File: config.mk
export PLATFORM = sky130hd
export DESIGN_NAME = sync_fifo_param_flat
export DESIGN_NICKNAME = d
export VERILOG_FILES = /design/src/rtl/sync_fifo_param_if.sv /design/src/rtl/sync_fifo_param.sv /design/src/flat_wrapper.sv
export SDC_FILE = /design/constraint.sdc
export NUM_CORES = 1
export LEC_CHECK = 0
export ABC_AREA = 1
export BUFFER_PORTS_ARGS = -buffer_cell sky130_fd_sc_hd__buf_2
export CAP_MARGIN = 10
export CORE_ASPECT_RATIO = 1.25
export CORE_MARGIN = 5
export CORE_UTILIZATION = 45
export CTS_CLUSTER_SIZE = 10
export DETAILED_ROUTE_END_ITERATION = 6
export PLACE_DENSITY = 0.63
export SLEW_MARGIN = 25
export SYNTH_ARGS = -nofsm -noshare
export SYNTH_HDL_FRONTEND = slang
export SYNTH_SLANG_ARGS = --single-unit
File: constraint.sdc
create_clock -name clock -period 3.55 [get_ports clock]
set_clock_uncertainty 0.05 [all_clocks]
set_input_delay 0.355 -clock clock [delete_from_list [all_inputs] [get_ports clock]]
set_output_delay 0.355 -clock clock [all_outputs]
set_load 0.02 [all_outputs]
File: src/rtl/sync_fifo_param_if.sv
// Handshake and status bundle for sync_fifo_param.
// master = producer/consumer side, slave = FIFO side.
interface sync_fifo_param_if #(
  parameter int unsigned WIDTH      = 32,
  parameter int unsigned ADDR_WIDTH = 5
);
  logic                  clear;
  logic                  wr_en;
  logic [WIDTH-1:0]      wr_data;
  logic                  rd_en;
  logic [WIDTH-1:0]      rd_data;
  logic                  rd_valid;
  logic                  full;
  logic                  empty;
  logic                  almost_full;
  logic                  almost_empty;
  logic [ADDR_WIDTH:0]   count;
  logic                  overflow;
  logic                  underflow;

  modport master (
    output clear, wr_en, wr_data, rd_en,
    input  rd_data, rd_valid, full, empty, almost_full, almost_empty,
           count, overflow, underflow
  );

  modport slave (
    input  clear, wr_en, wr_data, rd_en,
    output rd_data, rd_valid, full, empty, almost_full, almost_empty,
           count, overflow, underflow
  );
endinterface

File: src/rtl/sync_fifo_param.sv
// Single-clock circular-buffer FIFO with occupancy count, threshold flags and sticky errors.
// Define SYNC_FIFO_FWFT_EN for first-word-fall-through read; default is a registered 1-cycle read.
module sync_fifo_param #(
  parameter int unsigned WIDTH      = 32,
  parameter int unsigned DEPTH      = 32,
  parameter int unsigned ADDR_WIDTH = 5,
  parameter int unsigned AF_LEVEL   = 28,
  parameter int unsigned AE_LEVEL   = 4
) (
  input  logic                clock,
  input  logic                aresetn,
  sync_fifo_param_if.slave    fifo_if
);
  localparam int unsigned CW = ADDR_WIDTH + 1;
  localparam logic [CW-1:0] DEPTH_C = CW'(DEPTH);
  localparam logic [CW-1:0] AF_C    = CW'(AF_LEVEL);
  localparam logic [CW-1:0] AE_C    = CW'(AE_LEVEL);

  logic [WIDTH-1:0]      mem_q [DEPTH];
  logic [ADDR_WIDTH-1:0] wr_ptr_q, wr_ptr_d;
  logic [ADDR_WIDTH-1:0] rd_ptr_q, rd_ptr_d;
  logic [CW-1:0]         count_q, count_d;
  logic                  full_q, full_d;
  logic                  empty_q, empty_d;
  logic                  af_q, af_d;
  logic                  ae_q, ae_d;
  logic                  ovf_q, ovf_d;
  logic                  udf_q, udf_d;
  logic                  wr_acc_c;
  logic                  rd_acc_c;
`ifndef SYNC_FIFO_FWFT_EN
  logic [WIDTH-1:0]      rd_data_q, rd_data_d;
  logic                  rd_valid_q, rd_valid_d;
`endif

  // Acceptance uses the flags registered before the edge; clear masks both strobes.
  assign wr_acc_c = fifo_if.wr_en && !full_q  && !fifo_if.clear;
  assign rd_acc_c = fifo_if.rd_en && !empty_q && !fifo_if.clear;

  always_comb begin
    wr_ptr_d = wr_ptr_q;
    rd_ptr_d = rd_ptr_q;
    count_d  = count_q;
    ovf_d    = ovf_q;
    udf_d    = udf_q;
`ifndef SYNC_FIFO_FWFT_EN
    rd_valid_d = 1'b0;
    rd_data_d  = rd_data_q;
`endif
    if (fifo_if.clear) begin
      wr_ptr_d = '0;
      rd_ptr_d = '0;
      count_d  = '0;
      ovf_d    = 1'b0;
      udf_d    = 1'b0;
    end else begin
      if (fifo_if.wr_en && full_q)  ovf_d = 1'b1;
      if (fifo_if.rd_en && empty_q) udf_d = 1'b1;
      if (wr_acc_c) wr_ptr_d = wr_ptr_q + ADDR_WIDTH'(1);
      if (rd_acc_c) begin
        rd_ptr_d = rd_ptr_q + ADDR_WIDTH'(1);
`ifndef SYNC_FIFO_FWFT_EN
        rd_valid_d = 1'b1;
        rd_data_d  = mem_q[rd_ptr_q];
`endif
      end
      case ({wr_acc_c, rd_acc_c})
        2'b10:   count_d = count_q + CW'(1);
        2'b01:   count_d = count_q - CW'(1);
        default: count_d = count_q;
      endcase
    end
    // Flags are registered from the next count so they track count exactly.
    full_d  = (count_d == DEPTH_C);
    empty_d = (count_d == '0);
    af_d    = (count_d >= AF_C);
    ae_d    = (count_d <= AE_C);
  end

  always_ff @(posedge clock or negedge aresetn) begin
    if (!aresetn) begin
      wr_ptr_q <= '0;
      rd_ptr_q <= '0;
      count_q  <= '0;
      full_q   <= 1'b0;
      empty_q  <= 1'b1;
      af_q     <= 1'b0;
      ae_q     <= 1'b1;
      ovf_q    <= 1'b0;
      udf_q    <= 1'b0;
    end else begin
      wr_ptr_q <= wr_ptr_d;
      rd_ptr_q <= rd_ptr_d;
      count_q  <= count_d;
      full_q   <= full_d;
      empty_q  <= empty_d;
      af_q     <= af_d;
      ae_q     <= ae_d;
      ovf_q    <= ovf_d;
      udf_q    <= udf_d;
    end
  end

  // Storage is not reset.
  always_ff @(posedge clock) begin
    if (wr_acc_c) mem_q[wr_ptr_q] <= fifo_if.wr_data;
  end

`ifdef SYNC_FIFO_FWFT_EN
  assign fifo_if.rd_data  = empty_q ? '0 : mem_q[rd_ptr_q];
  assign fifo_if.rd_valid = !empty_q;
`else
  always_ff @(posedge clock or negedge aresetn) begin
    if (!aresetn) begin
      rd_data_q  <= '0;
      rd_valid_q <= 1'b0;
    end else begin
      rd_data_q  <= rd_data_d;
      rd_valid_q <= rd_valid_d;
    end
  end

  assign fifo_if.rd_data  = rd_data_q;
  assign fifo_if.rd_valid = rd_valid_q;
`endif

  assign fifo_if.count        = count_q;
  assign fifo_if.full         = full_q;
  assign fifo_if.empty        = empty_q;
  assign fifo_if.almost_full  = af_q;
  assign fifo_if.almost_empty = ae_q;
  assign fifo_if.overflow     = ovf_q;
  assign fifo_if.underflow    = udf_q;
endmodule

File: src/flat_wrapper.sv
// flat-port wrapper written by rule: the top's interface ports become plain ports
module sync_fifo_param_flat 
#(
  parameter int unsigned WIDTH      = 32,
  parameter int unsigned DEPTH      = 32,
  parameter int unsigned ADDR_WIDTH = 5,
  parameter int unsigned AF_LEVEL   = 28,
  parameter int unsigned AE_LEVEL   = 4
)
  (clock, aresetn, fifo_if_clear, fifo_if_wr_en, fifo_if_wr_data, fifo_if_rd_en, fifo_if_rd_data, fifo_if_rd_valid, fifo_if_full, fifo_if_empty, fifo_if_almost_full, fifo_if_almost_empty, fifo_if_count, fifo_if_overflow, fifo_if_underflow);
  sync_fifo_param_if #(.WIDTH(WIDTH), .ADDR_WIDTH(ADDR_WIDTH)) fifo_if_i ();
  input  logic clock;
  input  logic aresetn;
  input wire logic [$bits(fifo_if_i.clear)-1:0] fifo_if_clear;
  input wire logic [$bits(fifo_if_i.wr_en)-1:0] fifo_if_wr_en;
  input wire logic [$bits(fifo_if_i.wr_data)-1:0] fifo_if_wr_data;
  input wire logic [$bits(fifo_if_i.rd_en)-1:0] fifo_if_rd_en;
  output wire logic [$bits(fifo_if_i.rd_data)-1:0] fifo_if_rd_data;
  output wire logic [$bits(fifo_if_i.rd_valid)-1:0] fifo_if_rd_valid;
  output wire logic [$bits(fifo_if_i.full)-1:0] fifo_if_full;
  output wire logic [$bits(fifo_if_i.empty)-1:0] fifo_if_empty;
  output wire logic [$bits(fifo_if_i.almost_full)-1:0] fifo_if_almost_full;
  output wire logic [$bits(fifo_if_i.almost_empty)-1:0] fifo_if_almost_empty;
  output wire logic [$bits(fifo_if_i.count)-1:0] fifo_if_count;
  output wire logic [$bits(fifo_if_i.overflow)-1:0] fifo_if_overflow;
  output wire logic [$bits(fifo_if_i.underflow)-1:0] fifo_if_underflow;
  assign fifo_if_i.clear = fifo_if_clear;
  assign fifo_if_i.wr_en = fifo_if_wr_en;
  assign fifo_if_i.wr_data = fifo_if_wr_data;
  assign fifo_if_i.rd_en = fifo_if_rd_en;
  assign fifo_if_rd_data = fifo_if_i.rd_data;
  assign fifo_if_rd_valid = fifo_if_i.rd_valid;
  assign fifo_if_full = fifo_if_i.full;
  assign fifo_if_empty = fifo_if_i.empty;
  assign fifo_if_almost_full = fifo_if_i.almost_full;
  assign fifo_if_almost_empty = fifo_if_i.almost_empty;
  assign fifo_if_count = fifo_if_i.count;
  assign fifo_if_overflow = fifo_if_i.overflow;
  assign fifo_if_underflow = fifo_if_i.underflow;
  sync_fifo_param #(.WIDTH(WIDTH), .DEPTH(DEPTH), .ADDR_WIDTH(ADDR_WIDTH), .AF_LEVEL(AF_LEVEL), .AE_LEVEL(AE_LEVEL)) u_core (.clock(clock), .aresetn(aresetn), .fifo_if(fifo_if_i));
endmodule
# After elaboration in Yosys (flattened, before gate mapping)
# Memory sizes are Yosys's and may differ from the RTL's. A register that Yosys moved wholly into a read port is not among the register bits.
# Index checks and enable logic that the tools add are counted.
dict set report classes {
  n_eq_ne 3
  n_bitwise 1
  n_reduce_logical 16
  n_lt_le_gt_ge 2
  div_mod_pow 0
  shifts 0
  n_mul 0
  mux 14
  addsub 4
}
# operator count
set ops {}
lappend ops {{2-to-1 mux 5 bit} 4}
lappend ops {{one-hot mux 6 bit (2 select lines)} 1}
lappend ops {{adder 5 x 1 -> 5 bit, second input constant} 2}
lappend ops {{2-to-1 mux 1 bit} 8}
lappend ops {{nonzero test 2 bit} 4}
lappend ops {{adder 6 x 1 -> 6 bit, second input constant} 1}
lappend ops {{== test 6 bit, second input constant} 1}
lappend ops {{greater-or-equal comparator 6 x 5 -> 1 bit, second input constant} 1}
lappend ops {{<= comparator 6 x 3 -> 1 bit, second input constant} 1}
lappend ops {{logical AND 1 bit} 6}
lappend ops {{logical NOT 6 bit} 1}
lappend ops {{2-to-1 mux 6 bit} 1}
lappend ops {{subtractor 6 x 1 -> 6 bit, second input constant} 1}
lappend ops {{logical NOT 1 bit} 4}
lappend ops {{== test 2 x 1 -> 1 bit, second input constant} 1}
lappend ops {{== test 2 bit, second input constant} 1}
lappend ops {{AND reduction 2 bit} 1}
lappend ops {{inverter 1 bit} 1}
dict set report totals {
  mem_count 1
  ramBits 1024
  rom_bits 0
  latch_bits 0
  in_bits 37
  elab_cells 51
  out_inout_bits 45
  reg_bits 23
}
# name words word_bits rd rd_ports_with_merged_regs write_ports line
set mem_list {}
lappend mem_list {u_core.mem_q 32 32 1 1 1 sync_fifo_param.sv:19} ;# logic [WIDTH-1:0] mem_q [DEPTH];

# Logic depth before layout (Yosys ltp)
dict set report depth {
  word_depth 7
  depth_mapped 20
}

# Worst setup path before layout
# No wires, ideal clock.
dict set report synth_path {
  path_type {input -> register}
  from {input port fifo_if_clear}
  to {memory u_core.mem_q[0][0], enable pin}
  path_stages 7
  n_path_buf 2
  t_arrival_ns 2.642
  setup_slack_ns 0.437
  required_time_ns 3.079
  setup_ns 0.421
  path_cell_list {clkbuf_1 inv_1 clkbuf_1 nand2_1 inv_1 nand2_1 nor2_1}
}
dict set report synth_between {
  elab_chain_len 4
}
# element line
set synth_rtl {}
lappend synth_rtl {{from (decl)} flat_wrapper.sv:14} ;# input wire logic [$bits(fifo_if_i.clear)-1:0] fifo_if_clear;
lappend synth_rtl {{logical NOT 1 bit} sync_fifo_param.sv:37} ;# assign wr_acc_c = fifo_if.wr_en && !full_q && !fifo_if.clear;
lappend synth_rtl {{logical AND 1 bit} sync_fifo_param.sv:37}
lappend synth_rtl {{2-to-1 mux 1 bit} sync_fifo_param.sv:106} ;# if (wr_acc_c) mem_q[wr_ptr_q] <= fifo_if.wr_data;
lappend synth_rtl {{2-to-1 mux 1 bit (not written as such)} sync_fifo_param.sv:106}
lappend synth_rtl {{to (decl)} sync_fifo_param.sv:19}
# No other way between the ends.

# Worst setup path in the final report
dict set report layout_path {
  from {register u_core.empty_q (netlist: u_core.fifo_if.empty)}
  to {register u_core.empty_q (netlist: u_core.fifo_if.empty)}
}
dict set report layout_between {
  elab_chain_len 7
}
# element line
set layout_rtl {}
lappend layout_rtl {{from (decl)} sync_fifo_param.sv:24} ;# logic empty_q, empty_d;
lappend layout_rtl {{from (signal assigned)} sync_fifo_param.sv:96} ;# empty_q <= empty_d;
lappend layout_rtl {{logical NOT 1 bit (*)} sync_fifo_param.sv:38} ;# assign rd_acc_c = fifo_if.rd_en && !empty_q && !fifo_if.clear;
lappend layout_rtl {{logical AND 1 bit (*) (2 in series)} sync_fifo_param.sv:38}
lappend layout_rtl {{== test 2 x 1 -> 1 bit or == test 2 bit (tied branches)} sync_fifo_param.sv:67} ;# case ({wr_acc_c, rd_acc_c})
lappend layout_rtl {{one-hot mux 6 bit (2 select lines) (*)} sync_fifo_param.sv:67}
lappend layout_rtl {{2-to-1 mux 6 bit (*)} sync_fifo_param.sv:50} ;# if (fifo_if.clear) begin
lappend layout_rtl {{named net u_core.count_d[1]} sync_fifo_param.sv:22} ;# logic [CW-1:0] count_q, count_d;
lappend layout_rtl {{logical NOT 6 bit (*)} sync_fifo_param.sv:75} ;# empty_d = (count_d == '0);
lappend layout_rtl {{named net u_core.empty_d} sync_fifo_param.sv:24}
# The timed path passes the listed nets; every way through them passes the cells marked *.
# A chain may end at the register's enable or synchronous reset.

==> out/summary.md <==
The run finished with clean final reports. The logs give 118 for the number of buffers added by the clock tree synthesis step and 0 for the total count of max-transition violations in the final report. After detailed routing, the total wire length is 122.3 mm.

A synthesized cell averages 12.28 um^2. Data required time of the critical path: 4.09 ns. Of the total synthesized cell area, the portion taken by XOR and XNOR cells is 0.04053%. The first global-routing pass estimated 178.6 mm of wire. The via count of the first global-routing pass came out at 26.92k.

The hold violation count in the final report is 0, and the post-detailed-route wirelength per cell is 24.39 um. The filler cells instantiated in the layout total 8163. The Yosys step of the flow raised 0 warnings. The portion of the post-synthesis area used by sequential elements is 74.34%, and the power density normalized to cell area is 618.9 mW/mm^2. The worst setup path is launched from a flop.

After legalization and detailed placement, the total HPWL measured 68.64 mm. In this run the worst path has a maximum fanout of 9. The run gives 3520 as the count of mapped cells out of synthesis. The tools report the overall fraction of global-route tracks in use as 23.41%.

Post-CTS repair changed the size of 0 cells. The library cell used most frequently in the layout, excluding fill and tap cells, is sky130_fd_sc_hd__edfxtp_1. The clock passes through at most 3 buffers.

The tools report the total area of multi-input combinational cells as 0.009884 mm^2. The fraction of post-synthesis cell area in the top cell type by area works out to 71.15%. The number of nets still failing antenna checks after routing was 0; the synthesized-area fraction occupied by and/or/nand/nor cells was 12.49%. After the last flow step, the layout net total stands at 3663. The path class of the tightest hold or removal check is input port to flop. The library cells used most frequently in the layout, excluding fill and tap cells, are sky130_fd_sc_hd__edfxtp_1, sky130_fd_sc_hd__nor2_1, sky130_fd_sc_hd__o21ai_0.

Counting distinct cell types in the post-synthesis netlist gives 27. For this run, global-route usage on met3 was measured as 4.249%. Summed over all instances, the cell type with the most area after synthesis is sky130_fd_sc_hd__edfxtp_1. The die covers 0.1024 mm^2. Dividing the detail-routed via count by the number of cells gives 5.641. Adding up every negative setup slack in the final design gives 0 ns. The portion of synthesized area spent on multiplexers is 0%. Vertical die dimension: 356.5 um.

Setup violations remaining at the end of the flow were counted as 0. The initial antenna violation count came out at 16. For the max-cap violation count, the log shows 0.

After layout, the design draws a total of 0.03038 W. For this design the top-level I/O count stands at 82. Relative to the synthesized area, the layout overhead comes to 13.59%.

The area fraction in compound gates after synthesis was 9.519%; the total grt overflow was 0. The actual slew at the worst max-slew pin is 1.033 ns, and the pin count of the biggest net entering global routing is 128. For this block, the via count after detailed routing is 28.29k. The tools report the sort of element at the end of the critical path as a flop. The highest clock frequency the design can meet came out at 361.4 MHz.

The worst setup path is of the flop to flop kind. Clock-pin slew was measured on the worst setup and hold paths at 0.06 ns. In the global route stage, met2 resource usage came out at 37.98%. The clock drives 1079 sinks.

In this run the static leakage power is 16.94 nW. Yosys attributes the largest share of cell area to sky130_fd_sc_hd__edfxtp_1, sky130_fd_sc_hd__nor2_1, sky130_fd_sc_hd__o21ai_0, sky130_fd_sc_hd__nand2_1, sky130_fd_sc_hd__dfrtp_1. The adder-cell area share of the yosys netlist is 0.2316%, and the maximum level of the CTS H-tree is 3. The tools report the cell at the root of the clock tree as sky130_fd_sc_hd__clkbuf_16.

The worst-case IR drop observed on VDD is 0.4587 mV. The core region is 0.09566 mm^2. After synthesis the netlist holds a flip-flop and latch count of 1079.

During placement, the flow inserted port buffers numbering 81. Signal arrival time at the worst endpoint: 3.30 ns. The number of rows created at floorplan was 127.

The worst-skew pair later-pin latency is 0.68 ns, and the fraction of the cycle the final worst path needs is 77.95%. Setup repair after global routing left no endpoint under its margin. The DRC violation count after routing was 0; the effective utilization at floorplan was 45.18%. The detailed-routing iteration count for the pre-antenna-repair pass is 6.

The tools report the worst slew margin relative to its limit as 31.01%. For the finished layout, the period the worst path requires is 2.767 ns. In this run the horizontal extent of the chip is 287.2 um. At the end of routability-driven placement, the weighted congestion stood at 0.8348. Layer with the highest usage after global routing: met2. By area, the combinational part of the netlist is dominated by simple AND/OR/NAND/NOR gates. TritonCTS built the clock tree. After synthesis the cells add up to 0.04322 mm^2.

Cells with a size suffix above 1 make up 10.35% of the layout. In the final layout, flip-flops and latches occupy 0.03214 mm^2. The run gives 3161 as the detailed router's first-iteration violation count.

The global routing met1 resource utilization was 32.02%. The number of nets in the synthesized netlist is 3565.
state kept, by name, summed over array words and instances, names as in the netlist, 5 cells and up:
signal	flops
u_core.fifo_if.rd_data	32
u_core.rd_ptr_q	5
u_core.wr_ptr_q	5
u_core.fifo_if.count	6
u_core.mem_q	1024
metrics by stage:
step / setup slack, ns / hold slack (ns) / std cells / area [um^2] / utilization [%]
3_3_place_gp: 0.7440 / 0.4043 / 4782 / 45560 / 47.63
2_1_floorplan: 0.4368 / 0.009409 / 3520 / 43220 / -
3_5_place_dp: 0.7971 / 0.4100 / 4782 / 45560 / 47.63
6_report: 0.7829 / 0.1185 / 5015 / 49090 / 51.32
4_1_cts: 0.7815 / 0.09024 / 5010 / 49080 / 51.31
5_1_grt: 0.5769 / 0.1255 / 5011 / 49080 / 51.31
where the power goes:
part           total, W  switching (W)  leakage [nW]  internal (W)
clock            0.0111        0.00477          1.64       0.00633
combinational   0.00475        0.00337          5.40       0.00138
sequential       0.0145       0.000299          9.90        0.0142
total            0.0304        0.00844          16.9        0.0219
path summary, 6_finish.rpt:
check / startpoint / endpoint / slack [ns] / depth (start not counted)
worst min-delay path: fifo_if_wr_data[7] / u_core.mem_q[31][7] / 0.12 / 1
min in group asynchronous: aresetn / u_core.fifo_if.full / 0.24 / 2
worst max-delay path: u_core.fifo_if.empty / u_core.fifo_if.empty / 0.78 / 15
max in group asynchronous: aresetn / u_core.fifo_if.rd_data[10] / 2.36 / 3
worst max register to register: u_core.fifo_if.empty / u_core.fifo_if.empty / 0.78 / 15
worst min register to register: u_core.fifo_if.rd_data[14] / u_core.fifo_if.rd_data[14] / 0.43 / 2
cell type report:
type                       count  area share, %
clock inverter                 8         0.1912
tap                         1290          3.288
sequential                  1079          65.47
multi-input combinational   2119          20.13
clock buffer                 214          6.856
inverter                     103         0.8130
timing repair buffer         197          3.222
antenna                        5        0.02549
critical path, cell delays in order, from the launching register on:
cell and delay [ns]:
sky130_fd_sc_hd__dfstp_2 0.54, sky130_fd_sc_hd__nor2_1 0.04, sky130_fd_sc_hd__inv_1 0.19, sky130_fd_sc_hd__nor2_4 0.06, sky130_fd_sc_hd__ha_1 0.29, sky130_fd_sc_hd__inv_1 0.18
sky130_fd_sc_hd__nand2_1 0.07, sky130_fd_sc_hd__nand2_1 0.08, sky130_fd_sc_hd__inv_1 0.05, sky130_fd_sc_hd__ha_1 0.26, sky130_fd_sc_hd__o21ai_0 0.18, sky130_fd_sc_hd__a21oi_1 0.07
sky130_fd_sc_hd__or2_2 0.31, sky130_fd_sc_hd__nor2_1 0.14, sky130_fd_sc_hd__nand2_1 0.08, sky130_fd_sc_hd__nor2_1 0.10
metal layers:
layer,routed length (um),share of wire [%],vias up
met5,34,0.028,-
met4,4358,3.6,4
met3,9771,8.0,262
met2,58570,48,1195
met1,49600,41,14070
li1,-,-,12760
Yosys cell counts:
master,count
sky130_fd_sc_hd__o21ai_0,441
sky130_fd_sc_hd__nand2_1,419
sky130_fd_sc_hd__clkbuf_1,114
sky130_fd_sc_hd__o22ai_1,33
sky130_fd_sc_hd__xnor2_1,1
sky130_fd_sc_hd__ha_1,8
sky130_fd_sc_hd__o21ai_1,71
sky130_fd_sc_hd__edfxtp_1,1024
sky130_fd_sc_hd__o221ai_1,1
sky130_fd_sc_hd__nor4_1,2
sky130_fd_sc_hd__buf_6,21
sky130_fd_sc_hd__inv_1,99
sky130_fd_sc_hd__a21oi_1,75
sky130_fd_sc_hd__buf_2,45
sky130_fd_sc_hd__clkinv_1,2
sky130_fd_sc_hd__nand3b_1,1
sky130_fd_sc_hd__xor2_1,1
sky130_fd_sc_hd__inv_2,2
sky130_fd_sc_hd__nand3_1,190
sky130_fd_sc_hd__buf_1,29
sky130_fd_sc_hd__nor3_1,1
sky130_fd_sc_hd__nor2_1,729
sky130_fd_sc_hd__o211ai_1,128
sky130_fd_sc_hd__dfrtp_1,53
sky130_fd_sc_hd__or2_2,18
sky130_fd_sc_hd__dfstp_2,2
sky130_fd_sc_hd__buf_4,10
logic make-up after synthesis:
logic type | count (synthesis)
DFF | 1079
xor gates and xnor gates | 2
buffers and inverters | 322
AOI/OAI and AO/OA | 749
and+or+nand+nor | 1360
adders and majority gates | 8
timing repair:
item / 4_1_cts / 5_1_grt
endpoints found under the hold margin: 42 / 0
buffers inserted: 0 / 0
hold buffers: 6 / 0
(Power assumes the default switching activity.)
